File: config.mk
export PLATFORM = sky130hd
export DESIGN_NAME = serializer32_flat
export DESIGN_NICKNAME = d
export VERILOG_FILES = /design/src/rtl/ser_pkg.sv /design/src/rtl/serializer32_if.sv /design/src/rtl/shift_reg_piso.sv /design/src/rtl/serializer32.sv /design/src/flat_wrapper.sv
export SDC_FILE = /design/constraint.sdc
export NUM_CORES = 1
export LEC_CHECK = 0
export BUFFER_PORTS_ARGS = -buffer_cell sky130_fd_sc_hd__buf_4
export CAP_MARGIN = 5
export CORE_MARGIN = 2
export CORE_UTILIZATION = 40
export CTS_CLUSTER_DIAMETER = 80
export DETAILED_ROUTE_END_ITERATION = 10
export GPL_ROUTABILITY_DRIVEN = 1
export SLEW_MARGIN = 15
export SYNTH_ARGS = -nofsm -noshare
export SYNTH_HDL_FRONTEND = slang
export SYNTH_HIERARCHICAL = 1
export SYNTH_SLANG_ARGS = --single-unit
File: constraint.sdc
create_clock -name clk -period 5.6 [get_ports clk]
set_input_delay 0.28 -clock clk [delete_from_list [all_inputs] [get_ports clk]]
set_output_delay 0.28 -clock clk [all_outputs]
set_load 0.02 [all_outputs]
File: src/rtl/ser_pkg.sv
// Shared definitions for serializer32: state encoding, default width, counter sizing.
package ser_pkg;

    localparam int SER_WIDTH = 32;

    typedef enum logic [1:0] {
        ST_IDLE   = 2'd0,
        ST_SHIFT  = 2'd1,
        ST_PARITY = 2'd2
    } ser_state_e;

    // Bits needed to count 0..value-1 (value >= 2).
    function automatic int clog2(input int value);
        int r;
        r = 0;
        while ((1 << r) < value) r++;
        return r;
    endfunction

endpackage

File: src/rtl/serializer32_if.sv
// Load and serial-stream handshake bundle for serializer32.
interface serializer32_if
    import ser_pkg::*;
#(
    parameter int WIDTH = SER_WIDTH
);
    logic             load_valid;
    logic [WIDTH-1:0] load_data;
    logic             load_ready;
    logic             sdo;
    logic             sdo_valid;
    logic             sdo_ready;
    logic             sdo_last;

    modport master (
        output load_valid, load_data, sdo_ready,
        input  load_ready, sdo, sdo_valid, sdo_last
    );

    modport slave (
        input  load_valid, load_data, sdo_ready,
        output load_ready, sdo, sdo_valid, sdo_last
    );
endinterface

File: src/rtl/shift_reg_piso.sv
// Parallel-in serial-out shift register; parallel load wins over shift, zero fill.
module shift_reg_piso #(
    parameter int WIDTH     = 32,
    parameter bit MSB_FIRST = 1'b1
) (
    input  logic             clk,
    input  logic             reset,
    input  logic             load,
    input  logic [WIDTH-1:0] load_data,
    input  logic             shift_en,
    output logic             sout
);
    logic [WIDTH-1:0] sreg_p0;

    always_ff @(posedge clk) begin
        if (reset) begin
            sreg_p0 <= '0;
        end else if (load) begin
            sreg_p0 <= load_data;
        end else if (shift_en) begin
            sreg_p0 <= MSB_FIRST ? {sreg_p0[WIDTH-2:0], 1'b0} : {1'b0, sreg_p0[WIDTH-1:1]};
        end
    end

    assign sout = MSB_FIRST ? sreg_p0[WIDTH-1] : sreg_p0[0];
endmodule

File: src/rtl/serializer32.sv
// Word-to-bit-stream transmitter with valid/ready on both sides.
// Define SERIALIZER32_PARITY_EN to append an even-parity beat to every frame.
module serializer32
    import ser_pkg::*;
#(
    parameter int WIDTH     = SER_WIDTH,
    parameter bit MSB_FIRST = 1'b1
) (
    input  logic          clk,
    input  logic          reset,
    serializer32_if.slave bus
);
    localparam int               CNT_W   = clog2(WIDTH);
    localparam logic [CNT_W-1:0] CNT_MAX = CNT_W'(WIDTH - 1);

    ser_state_e       state, state_n;
    logic [CNT_W-1:0] cnt;
    logic             sout;
    logic             final_data;
    logic             frame_done;
    logic             load_ready;
    logic             load_acc;
    logic             shift_en;

    assign final_data = (state == ST_SHIFT) && (cnt == CNT_MAX);
    assign shift_en   = (state == ST_SHIFT) && bus.sdo_ready;

`ifdef SERIALIZER32_PARITY_EN
    logic par_q;
    assign frame_done = (state == ST_PARITY) && bus.sdo_ready;

    always_ff @(posedge clk) begin
        if (reset) begin
            par_q <= 1'b0;
        end else if (load_acc) begin
            par_q <= ^bus.load_data;
        end
    end
`else
    assign frame_done = final_data && bus.sdo_ready;
`endif

    // The final beat completing this cycle frees the register for the next word.
    assign load_ready = (state == ST_IDLE) || frame_done;
    assign load_acc   = bus.load_valid && load_ready;

    always_ff @(posedge clk) begin
        if (reset) begin
            state <= ST_IDLE;
        end else begin
            state <= state_n;
        end
    end

    always_comb begin
        state_n = state;
        case (state)
            ST_IDLE: begin
                if (load_acc) state_n = ST_SHIFT;
            end
            ST_SHIFT: begin
                if (final_data && bus.sdo_ready) begin
`ifdef SERIALIZER32_PARITY_EN
                    state_n = ST_PARITY;
`else
                    state_n = load_acc ? ST_SHIFT : ST_IDLE;
`endif
                end
            end
            ST_PARITY: begin
                if (bus.sdo_ready) state_n = load_acc ? ST_SHIFT : ST_IDLE;
            end
            default: state_n = ST_IDLE;
        endcase
    end

    always_ff @(posedge clk) begin
        if (reset) begin
            cnt <= '0;
        end else if (load_acc) begin
            cnt <= '0;
        end else if (shift_en) begin
            cnt <= (cnt == CNT_MAX) ? '0 : cnt + 1'b1;
        end
    end

    shift_reg_piso #(
        .WIDTH     (WIDTH),
        .MSB_FIRST (MSB_FIRST)
    ) u_sreg (
        .clk       (clk),
        .reset     (reset),
        .load      (load_acc),
        .load_data (bus.load_data),
        .shift_en  (shift_en),
        .sout      (sout)
    );

    always_comb begin
        bus.sdo = 1'b0;
        if (state == ST_SHIFT) begin
            bus.sdo = sout;
        end
`ifdef SERIALIZER32_PARITY_EN
        else if (state == ST_PARITY) begin
            bus.sdo = par_q;
        end
`endif
    end

    assign bus.sdo_valid  = (state != ST_IDLE);
    assign bus.load_ready = load_ready;
`ifdef SERIALIZER32_PARITY_EN
    assign bus.sdo_last   = (state == ST_PARITY);
`else
    assign bus.sdo_last   = final_data;
`endif
endmodule

File: src/flat_wrapper.sv
// flat-port wrapper written by rule: the top's interface ports become plain ports
module serializer32_flat import ser_pkg::*;
#(
    parameter int WIDTH     = SER_WIDTH,
    parameter bit MSB_FIRST = 1'b1
)
  (clk, reset, bus_load_valid, bus_load_data, bus_sdo_ready, bus_load_ready, bus_sdo, bus_sdo_valid, bus_sdo_last);
  serializer32_if #(.WIDTH(WIDTH)) bus_i ();
  input  logic clk;
  input  logic reset;
  input wire logic [$bits(bus_i.load_valid)-1:0] bus_load_valid;
  input wire logic [$bits(bus_i.load_data)-1:0] bus_load_data;
  input wire logic [$bits(bus_i.sdo_ready)-1:0] bus_sdo_ready;
  output wire logic [$bits(bus_i.load_ready)-1:0] bus_load_ready;
  output wire logic [$bits(bus_i.sdo)-1:0] bus_sdo;
  output wire logic [$bits(bus_i.sdo_valid)-1:0] bus_sdo_valid;
  output wire logic [$bits(bus_i.sdo_last)-1:0] bus_sdo_last;
  assign bus_i.load_valid = bus_load_valid;
  assign bus_i.load_data = bus_load_data;
  assign bus_i.sdo_ready = bus_sdo_ready;
  assign bus_load_ready = bus_i.load_ready;
  assign bus_sdo = bus_i.sdo;
  assign bus_sdo_valid = bus_i.sdo_valid;
  assign bus_sdo_last = bus_i.sdo_last;
  serializer32 #(.WIDTH(WIDTH), .MSB_FIRST(MSB_FIRST)) u_core (.clk(clk), .reset(reset), .bus(bus_i));
endmodule
==> flow_summary.ini, run 1 <==
[floorplan]
row_count = 25
floorplan.initialDensity = 0.4164
io_pins = 40
die_area_sq_um = 5494
core_sq_um = 4723
die_h_microns = 74.12
dieWidth_microns = 74.12

[clocking]
cts_tree = built
insertion_delay_ns = 0.29
cts-root-buf = clkbuf_8
numCtsBuffers = 5
clk_transition_reported_paths_ns = 0.08
cts_resized = 0
numClockSinks = 38
cts_setup_buffers = 0
htreeDepth = 2
postCtsHoldBufs = 0
clock_path_buffers = 2

[drt]
initialDrtViolationCount = 44
via_per_inst = 5.025
routed_wl_microns = 3720
dr.pass1.iters = 4
ant_nets = 0
via_count = 1412
drc_errors = 0
wl_per_cell_microns = 13.24

[final_layout]
fill_cells = 450
nets = 251
stdcell_count = 281
area_growth_pct = 19.72
final_area_sq_um = 2355
drive_above_1_share = 0.3785
final_cell_mix = buf_4 (41), dfxtp_1 (38), mux2i_1 (31), nor2b_1 (31), a211oi_2 (30)
antenna_cells = 0
final_common_cell = buf_4

[placed_design]
place_inst = 273
placed_area_sq_um = 2246
dp_hpwl_microns = 2548
gp_congestion = 0.7070
place.port_buffers = 39

[sta]
setup_viol_count_final = 0
skew_ns = 0.007746
tightest_slew_ns = 0.8684
max_freq_ghz = 0.3093
setup_tns_ns = 0
relSlewSlack = 0.4211
period_minus_slack_ns = 3.233
grt_setup_unrepaired = false
hold_viol_final = 0
drv_slew = 0
fin_crit_sh = 0.5772

[setup_path]
cp_common_cell = ha_1
path_max_fanout = 34
crit_path_end_kind = flop
worstPathRequired_ns = 5.80
worst_ep_arrival_time_ns = 3.43
r2r_start = u_core/cnt[0]$_SDFFE_PP0P_
crit_start = u_core/cnt[0]$_SDFFE_PP0P_
worst_path_dominant_cell_family = buffers and inverters
crit_type = flop to flop
path_buf_inv = 2
crit_path_top_delay_cell = and2_1
cp-start-kind = flop
slowest_delay_ns = 0.70
crit_chain = ha_1, and3_1, ha_1, a21bo_2, and2_1, inv_1, buf_4, a211oi_1

[synth]
yosysUniqueCellTypes = 26
synthMuxAreaShare = 0.1578
syn_inst = 178
synth_area_leaders = dfxtp_1 (39%), a211oi_2 (19%), mux2i_1 (16%)
synth-main-ff-cell = dfxtp_1
avgSynthCellArea_sq_um = 11.05
netlist_area_sq_um = 1967
seq_area_frac_synth = 0.3868
synth-compound-area-share = 0.2296
synth_fa_ha_area_frac = 0.01272
synth_nets = 216
synth_xor_area_frac = 0
yosysTopAreaCell = dfxtp_1
synth_seq_cells = 38
synth-edff-count = 0
synthSimpleGateAreaFrac = 0.1501
synth_top_family_by_area = compound AO/OA/AOI/OAI gates
synth.top_cell.area_share = 0.3868
synthArstFlopShare = 0
yosysWarningCount = 6

[flow_run]
cap_viol_max_count = 0

[worst_hold_path]
min_path_type = input pin to flop
hp-start = bus_load_data[0]

[power_and_ir_drop]
cellLeakagePower_nw = 0.8723
power_density_nw_per_um2 = 267.6
total_power_uw = 630.1
peakVddDrop_uv = 127.3

[global_route]
grt-ovfl-total = 0
grt_pass1_wl_microns = 6120
grt_pass1_vias = 1371
grtUsageTotal = 0.1419
antenna_found_initial = 0
grt_max_degree = 35

[run_status]
status = complete, no violations
[layout make-up]
cell class / count / area [sq um] / share of cell area
well taps: 67 / 83.83 / 0.03560
inverters: 3 / 11.26 / 0.004782
clock inverters: 3 / 40.04 / 0.01700
repair buffers: 41 / 307.8 / 0.1307
flip-flops and latches: 38 / 760.7 / 0.3231
multi-input cells: 124 / 1082 / 0.4596
clock buffers: 5 / 68.82 / 0.02922
[where the power goes]
group | leakage (nW) | switching, mW | internal [mW]
clock network | 0.0579 | 0.0957 | 0.131
registers | 0.314 | 0.0112 | 0.290
logic | 0.501 | 0.0484 | 0.0535
total | 0.872 | 0.155 | 0.475
[synth_stat cells (2+ instances only)]
cell	instances
a211oi_2	30
inv_1	3
a21oi_1	7
nand3_1	3
nor2b_1	31
nand2_1	3
nor2_1	2
o21ai_0	2
mux2i_1	31
dfxtp_1	38
buf_12	3
ha_1	2
and2_1	3
buf_2	6
clkbuf_1	3
[per-layer routing]
metal  wire (microns)  share of wire  global-route usage
met2             1826           0.49              0.2450
met1             1651           0.44              0.1722
met3              210          0.056             0.04607
met5                0              0                   0
met4               31         0.0083             0.03232
[sequential cells by signal, summed over array words and instances, names as in the netlist]
register               count
u_core/u_sreg/sreg_p0     32
u_core/state               1
u_core/cnt                 5
[per-stage QoR]
stage,hold slack [ns],setup slack (ns),utilization
2_1_floorplan,0.3446,3.637,-
3_3_place_gp,0.4587,2.452,0.4755
3_5_place_dp,0.4618,2.309,0.4755
4_1_cts,0.2389,2.301,0.4985
5_1_grt,0.2457,2.033,0.4985
6_report,0.2544,2.367,0.4985
[worst register-to-register path, delay by kind of cell, from the launching register on]
family                     cells  cell delay (ns)
AOI/OAI and AO/OA              2             0.42
adders and majority gates      2             0.44
and+or+nand+nor                2             0.87
DFF                            1             0.39
buffers and inverters          2             1.02
[worst paths after layout]
check	end	slack [ns]	cells after the start
max	u_core/u_sreg/sreg_p0[29]$_SDFFE_PP0P_	2.37	8
min	u_core/u_sreg/sreg_p0[0]$_SDFFE_PP0P_	0.25	3
max reg2reg	u_core/u_sreg/sreg_p0[29]$_SDFFE_PP0P_	2.37	8
min reg2reg	u_core/cnt[4]$_SDFFE_PP0P_	0.47	2
[cell families after synthesis]
kind of cell             count (synthesis)
AO/OA/AOI/OAI                           43
adder cells (fa/ha/maj)                  2
buffers and inverters                   16
flip-flops                              38
multiplexers                            31
AND/OR/NAND/NOR                         48
No activity file was read; power rests on OpenSTA's default activity.
==> inputs of run 2 (changes only) <==
--- a/config.mk
+++ b/config.mk
@@ -5,6 +5,7 @@
 export SDC_FILE = /design/constraint.sdc
 export NUM_CORES = 1
 export LEC_CHECK = 0
+export ABC_AREA = 1
 export BUFFER_PORTS_ARGS = -buffer_cell sky130_fd_sc_hd__buf_4
 export CAP_MARGIN = 5
 export CORE_MARGIN = 2
==> constraint.sdc (replaced) <==
create_clock -name clk -period 3 [get_ports clk]
set_input_delay 0.15 -clock clk [delete_from_list [all_inputs] [get_ports clk]]
set_output_delay 0.15 -clock clk [all_outputs]
set_load 0.02 [all_outputs]
==> flow_summary.ini, run 2 <==
[run_status]
status = complete, no violations

[synth]
yosysWarningCount = 6
seq_area_frac_synth = 0.3974
syn_inst = 297
synth-edff-count = 0
yosysUniqueCellTypes = 19
avgSynthCellArea_sq_um = 6.446
yosysTopAreaCell = dfxtp_1
synthArstFlopShare = 0
synth_seq_cells = 38
synth-main-ff-cell = dfxtp_1
synth_area_leaders = dfxtp_1 (40%), nand2_1 (22%), nand3_1 (16%)
netlist_area_sq_um = 1914
synth.top_cell.area_share = 0.3974
yosysMostFrequentCell = nand2_1
synth_nets = 335
ys_top_cells_by_count = nand2_1 (114), nand3_1 (61), inv_1 (44)

[power_and_ir_drop]
cellLeakagePower_nw = 1.276
power_density_nw_per_um2 = 469.9
peakVddDrop_uv = 250.9
total_power_mw = 1.069

[global_route]
gr-usage-met3 = 0.04558
grt_max_degree = 38
grt_pass1_wl_microns = 6589
use_met1 = 0.1963
use_met2 = 0.2623
grt-ovfl-total = 0
grtUsageTotal = 0.1587
grt_pass1_vias = 1517
antenna_found_initial = 0
busiest_layer = met2

[placed_design]
placed_area_sq_um = 2183
dp_worst_setup_slack_ns = 0.5875
dp_hpwl_microns = 2581
place_inst = 377
gp_congestion = 0.7330
place.port_buffers = 39

[floorplan]
io_pins = 40
die_area_sq_um = 5355
dieWidth_microns = 73.18
die_h_microns = 73.18
row_count = 25
core_sq_um = 4661
floorplan.initialDensity = 0.4107

[sta]
grt_setup_unrepaired = false
drv_slew = 0
period_minus_slack_ns = 2.407
setup_slack_ns = 0.5931
setup_viol_count_final = 0
max_freq_ghz = 0.4155
setup_tns_ns = 0
relSlewSlack = 0.4002
holdWs_ns = 0.05461
hold_viol_final = 0
fin_crit_sh = 0.8023
tightest_slew_ns = 0.8987
skew_ns = 0.006849

[clocking]
numClockSinks = 38
cts_tree = built
cts_resized = 0
cts-root-buf = clkbuf_8
clk_transition_reported_paths_ns = 0.08
htreeDepth = 2
clock_path_buffers = 2
postCtsHoldBufs = 0
insertion_delay_ns = 0.29
cts_setup_buffers = 0
numCtsBuffers = 5

[setup_path]
crit_path_end_kind = flop
r2r_setup_slack_ns = 0.59
cp-start-kind = flop
worst_ep_arrival_time_ns = 2.64
path_buf_inv = 3
crit_type = flop to flop
timing.rr.end = u_core/u_sreg/sreg_p0[11]$_SDFFE_PP0P_
r2r_cells = 13
crit_chain = ha_1, nand2_1, nor2_1, ha_1, nand3_1, nand2_1, nand2_2, inv_1, inv_1, nand3_1, nand3_1, nand2_1, inv_1
r2r_start = u_core/cnt[0]$_SDFFE_PP0P_
crit_path_top_delay_cell = inv_1
path_max_fanout = 31
worst_path_dominant_cell_family = buffers and inverters
worstPathRequired_ns = 3.23
slowest_delay_ns = 0.65

[worst_hold_path]
worst_hold_path.num_cells = 2
hold_end = u_core/u_sreg/sreg_p0[30]$_SDFFE_PP0P_
hp-start = reset
min_path_type = input pin to flop

[final_layout]
final_cell_mix = nand2_1 (114), nand3_1 (61), inv_1 (44)
antenna_cells = 0
top_regs = u_core/u_sreg/sreg_p0 x32, u_core/cnt x5, u_core/state x1
final_common_cell = nand2_1
largest_reg_flops = 32
regMostFlops = u_core/u_sreg/sreg_p0
fin_util = 0.4881
stdcell_count = 385
nets = 368
drive_above_1_share = 0.1662
final_area_sq_um = 2275
area_growth_pct = 18.82

[drt]
via_per_inst = 4.590
via_count = 1767
wl_per_cell_microns = 10.18
routed_wl_microns = 3920
dr.pass1.iters = 6
ant_nets = 0
initialDrtViolationCount = 108
drc_errors = 0

[flow_run]
cap_viol_max_count = 0
run 2: cell count changes after synthesis, moves of 3 or more:
cell      previous run  this run
nor2_1               2         8
buf_4                0         4
inv_1                3        44
a21oi_1              7         4
nor2b_1             31         0
mux2i_1             31         0
buf_12               3         0
and2_1               3         0
buf_6                1         4
nand2_1              3       114
a211oi_2            30         0
nand3_1              3        61
run 2: cells by family (layout without fill, tap and decap cells):
family	after synthesis	in the layout	synth area share
compound gates	7	7	0.02092
fa+ha+maj	2	2	0.01307
buf+inv	61	95	0.1484
flops	38	38	0.3974
simple gates	189	189	0.4203
run 2: metal layers:
| layer | share of wire | up-vias | routed length, microns |
|---|---|---|---|
| met1 | 0.49 | 757 | 1916 |
| met2 | 0.45 | 34 | 1764 |
| li1 | - | 970 | - |
| met3 | 0.046 | 6 | 180 |
| met5 | 0 | - | 0 |
| met4 | 0.015 | 0 | 60 |
run 2: cell type report:
cell class,instances,area [sq um]
Clock buffer,7,86.33
Tap cell,54,67.56
Fill cell,504,2386
Clock inverter,1,5.005
Timing Repair Buffer,42,315.3
Sequential cell,38,760.7
Inverter,45,170.2
Multi-Input combinational cell,198,869.6
run 2: how the worst max path moves through the flow:
| stage | start | to | slack [ns] | depth (start not counted) |
|---|---|---|---|---|
| after floorplan | u_core/cnt[0]$_SDFFE_PP0P_ | u_core/u_sreg/sreg_p0[10]$_SDFFE_PP0P_ | 1.02 | 15 |
| after global placement | u_core/cnt[0]$_SDFFE_PP0P_ | u_core/u_sreg/sreg_p0[21]$_SDFFE_PP0P_ | 0.61 | 13 |
| after detailed placement | u_core/cnt[0]$_SDFFE_PP0P_ | u_core/u_sreg/sreg_p0[21]$_SDFFE_PP0P_ | 0.59 | 13 |
| after CTS | u_core/cnt[0]$_SDFFE_PP0P_ | u_core/u_sreg/sreg_p0[11]$_SDFFE_PP0P_ | 0.56 | 13 |
| after global routing | u_core/cnt[0]$_SDFFE_PP0P_ | u_core/u_sreg/sreg_p0[22]$_SDFFE_PP0P_ | 0.24 | 13 |
| final | u_core/cnt[0]$_SDFFE_PP0P_ | u_core/u_sreg/sreg_p0[11]$_SDFFE_PP0P_ | 0.59 | 13 |
run 2: report_power, final:
part | switching (mW) | internal (mW) | leakage [nW]
logic | 0.0909 | 0.0697 | 0.916
registers | 0.0154 | 0.532 | 0.312
clock network | 0.175 | 0.185 | 0.0482
total | 0.281 | 0.788 | 1.28
run 2: worst reg2reg max path, cell delays in order (launching register included):
cell	delay, ns
dfxtp_1	0.34
ha_1	0.21
nand2_1	0.09
nor2_1	0.05
ha_1	0.21
nand3_1	0.11
nand2_1	0.10
nand2_2	0.09
inv_1	0.09
inv_1	0.65
nand3_1	0.15
nand3_1	0.13
nand2_1	0.06
inv_1	0.09
==> inputs of run 3 (changes only) <==
==> constraint.sdc (replaced) <==
create_clock -name clk -period 2.45 [get_ports clk]
set_input_delay 0.1225 -clock clk [delete_from_list [all_inputs] [get_ports clk]]
set_output_delay 0.1225 -clock clk [all_outputs]
set_load 0.02 [all_outputs]
==> flow_summary.ini, run 3 (synthesis gave the netlist of run 2 again) <==
[final_layout]
largest_reg_flops = 32
drive_above_1_share = 0.1737
final_cell_mix = nand2_1 (114), nand3_1 (61), buf_4 (44), inv_1 (44), dfxtp_1 (38)
top_regs = u_core/u_sreg/sreg_p0 x32, u_core/cnt x5, u_core/state x1
area_growth_pct = 20.65
nets = 371
fill_cells = 495
antenna_cells = 0
final_common_cell = nand2_1
regMostFlops = u_core/u_sreg/sreg_p0
fin_util = 0.4956

[floorplan]
core_sq_um = 4661
floorplan.initialDensity = 0.4107
io_pins = 40
die_area_sq_um = 5355
dieWidth_microns = 73.18
row_count = 25
die_h_microns = 73.18

[setup_path]
path_buf_inv = 3
crit_chain = ha_1, nand2_1, nor2_1, ha_1, nand3_1, nand2_1, nand2_2, inv_1, nor2_4, buf_12, nand2_1, nand3_1, nand2_1, inv_1
path_depth = 14
worst_ep_arrival_time_ns = 2.33
crit_path_top_delay_cell = dfxtp_1
slowest_delay_ns = 0.34
worst_path_dominant_cell_family = simple AND/OR/NAND/NOR gates
cp_common_cell = nand2_1
r2r_cells = 14
crit_type = flop to flop
path_max_fanout = 22
r2r_setup_slack_ns = 0.36
crit_path_end_kind = flop
worstPathRequired_ns = 2.68
cp-start-kind = flop

[sta]
drv_slew = 0
relSlewSlack = 0.3827
tightest_slew_ns = 0.9250
setup_tns_ns = 0
grt_setup_unrepaired = false
period_minus_slack_ns = 2.091
holdWs_ns = 0.03196
skew_ns = 0.004830
hold_viol_final = 0
fin_crit_sh = 0.8534
setup_viol_count_final = 0
max_freq_ghz = 0.4783

[clocking]
clock_path_buffers = 2
clk_transition_reported_paths_ns = 0.07
htreeDepth = 2
numClockSinks = 38
cts-root-buf = clkbuf_8
insertion_delay_ns = 0.29
cts_tree = built
cts_resized = 0
postCtsHoldBufs = 0
cts_setup_buffers = 0
numCtsBuffers = 5

[drt]
ant_nets = 0
via_per_inst = 4.696
initialDrtViolationCount = 88
drc_errors = 0
wl_per_cell_microns = 10.29
via_count = 1822
dr.pass1.iters = 4
routed_wl_microns = 3991

[global_route]
grt_pass1_wl_microns = 6617
grt_pass1_vias = 1543
grtUsageTotal = 0.1593
grt-ovfl-total = 0
antenna_found_initial = 0
grt_max_degree = 30

[placed_design]
place.port_buffers = 39
dp_hpwl_microns = 2729
gp_congestion = 0.7886

[power_and_ir_drop]
peakVddDrop_uv = 325.3
power_density_nw_per_um2 = 568.8
cellLeakagePower_nw = 1.295

[flow_run]
cap_viol_max_count = 0

[worst_hold_path]
worst_hold_path.num_cells = 2
min_path_type = input pin to flop

[run_status]
status = complete, no violations
[run 3: layer usage]
layer | part of all wire | wire length [microns] | up-vias | GRT usage
met4 | 0.016 | 63 | 0 | 0.06790
met2 | 0.46 | 1838 | 43 | 0.2643
met3 | 0.056 | 225 | 6 | 0.04696
met5 | 0 | 0 | - | 0
li1 | - | - | 981 | -
met1 | 0.47 | 1864 | 792 | 0.1906
[run 3: cell type report]
class,count,area (sq um),share of cell area
flip-flops and latches,38,760.7,0.3294
well taps,54,67.56,0.02925
clock buffers,7,86.33,0.03738
inverters,45,170.2,0.07367
multi-input cells,198,869.6,0.3765
repair buffers,45,350.3,0.1517
clock inverters,1,5.005,0.002167
[run 3: power by group]
group	leakage (nW)	internal, mW	total, mW	switching [mW]
clock network	0.0482	0.227	0.435	0.208
registers	0.312	0.652	0.670	0.0184
logic	0.935	0.0938	0.208	0.114
[run 3: worst register-to-register path, delay by kind of cell (launching register included)]
family                     cells  cell delay (ns)
DFF                            1             0.34
buffers and inverters          3             0.38
adders and majority gates      2             0.42
and+or+nand+nor                9             0.91
[run 3: worst paths after layout]
check	startpoint	to
max	u_core/cnt[0]$_SDFFE_PP0P_	u_core/u_sreg/sreg_p0[26]$_SDFFE_PP0P_
min	reset	u_core/u_sreg/sreg_p0[0]$_SDFFE_PP0P_
max reg2reg	u_core/cnt[0]$_SDFFE_PP0P_	u_core/u_sreg/sreg_p0[26]$_SDFFE_PP0P_
min reg2reg	u_core/u_sreg/sreg_p0[30]$_SDFFE_PP0P_	u_core/u_sreg/sreg_p0[30]$_SDFFE_PP0P_
[run 3: metrics by stage]
step                power (mW)  area [sq um]  worst slack (ns)  cells
global route             1.396          2310            0.1498    388
global placement        0.8928          2218            0.4420    380
detailed placement      0.8941          2218            0.3911    380
finish                   1.314          2310            0.3591    388
CTS                      1.337          2310            0.3723    388
floorplan               0.8220          1914            0.4702    297
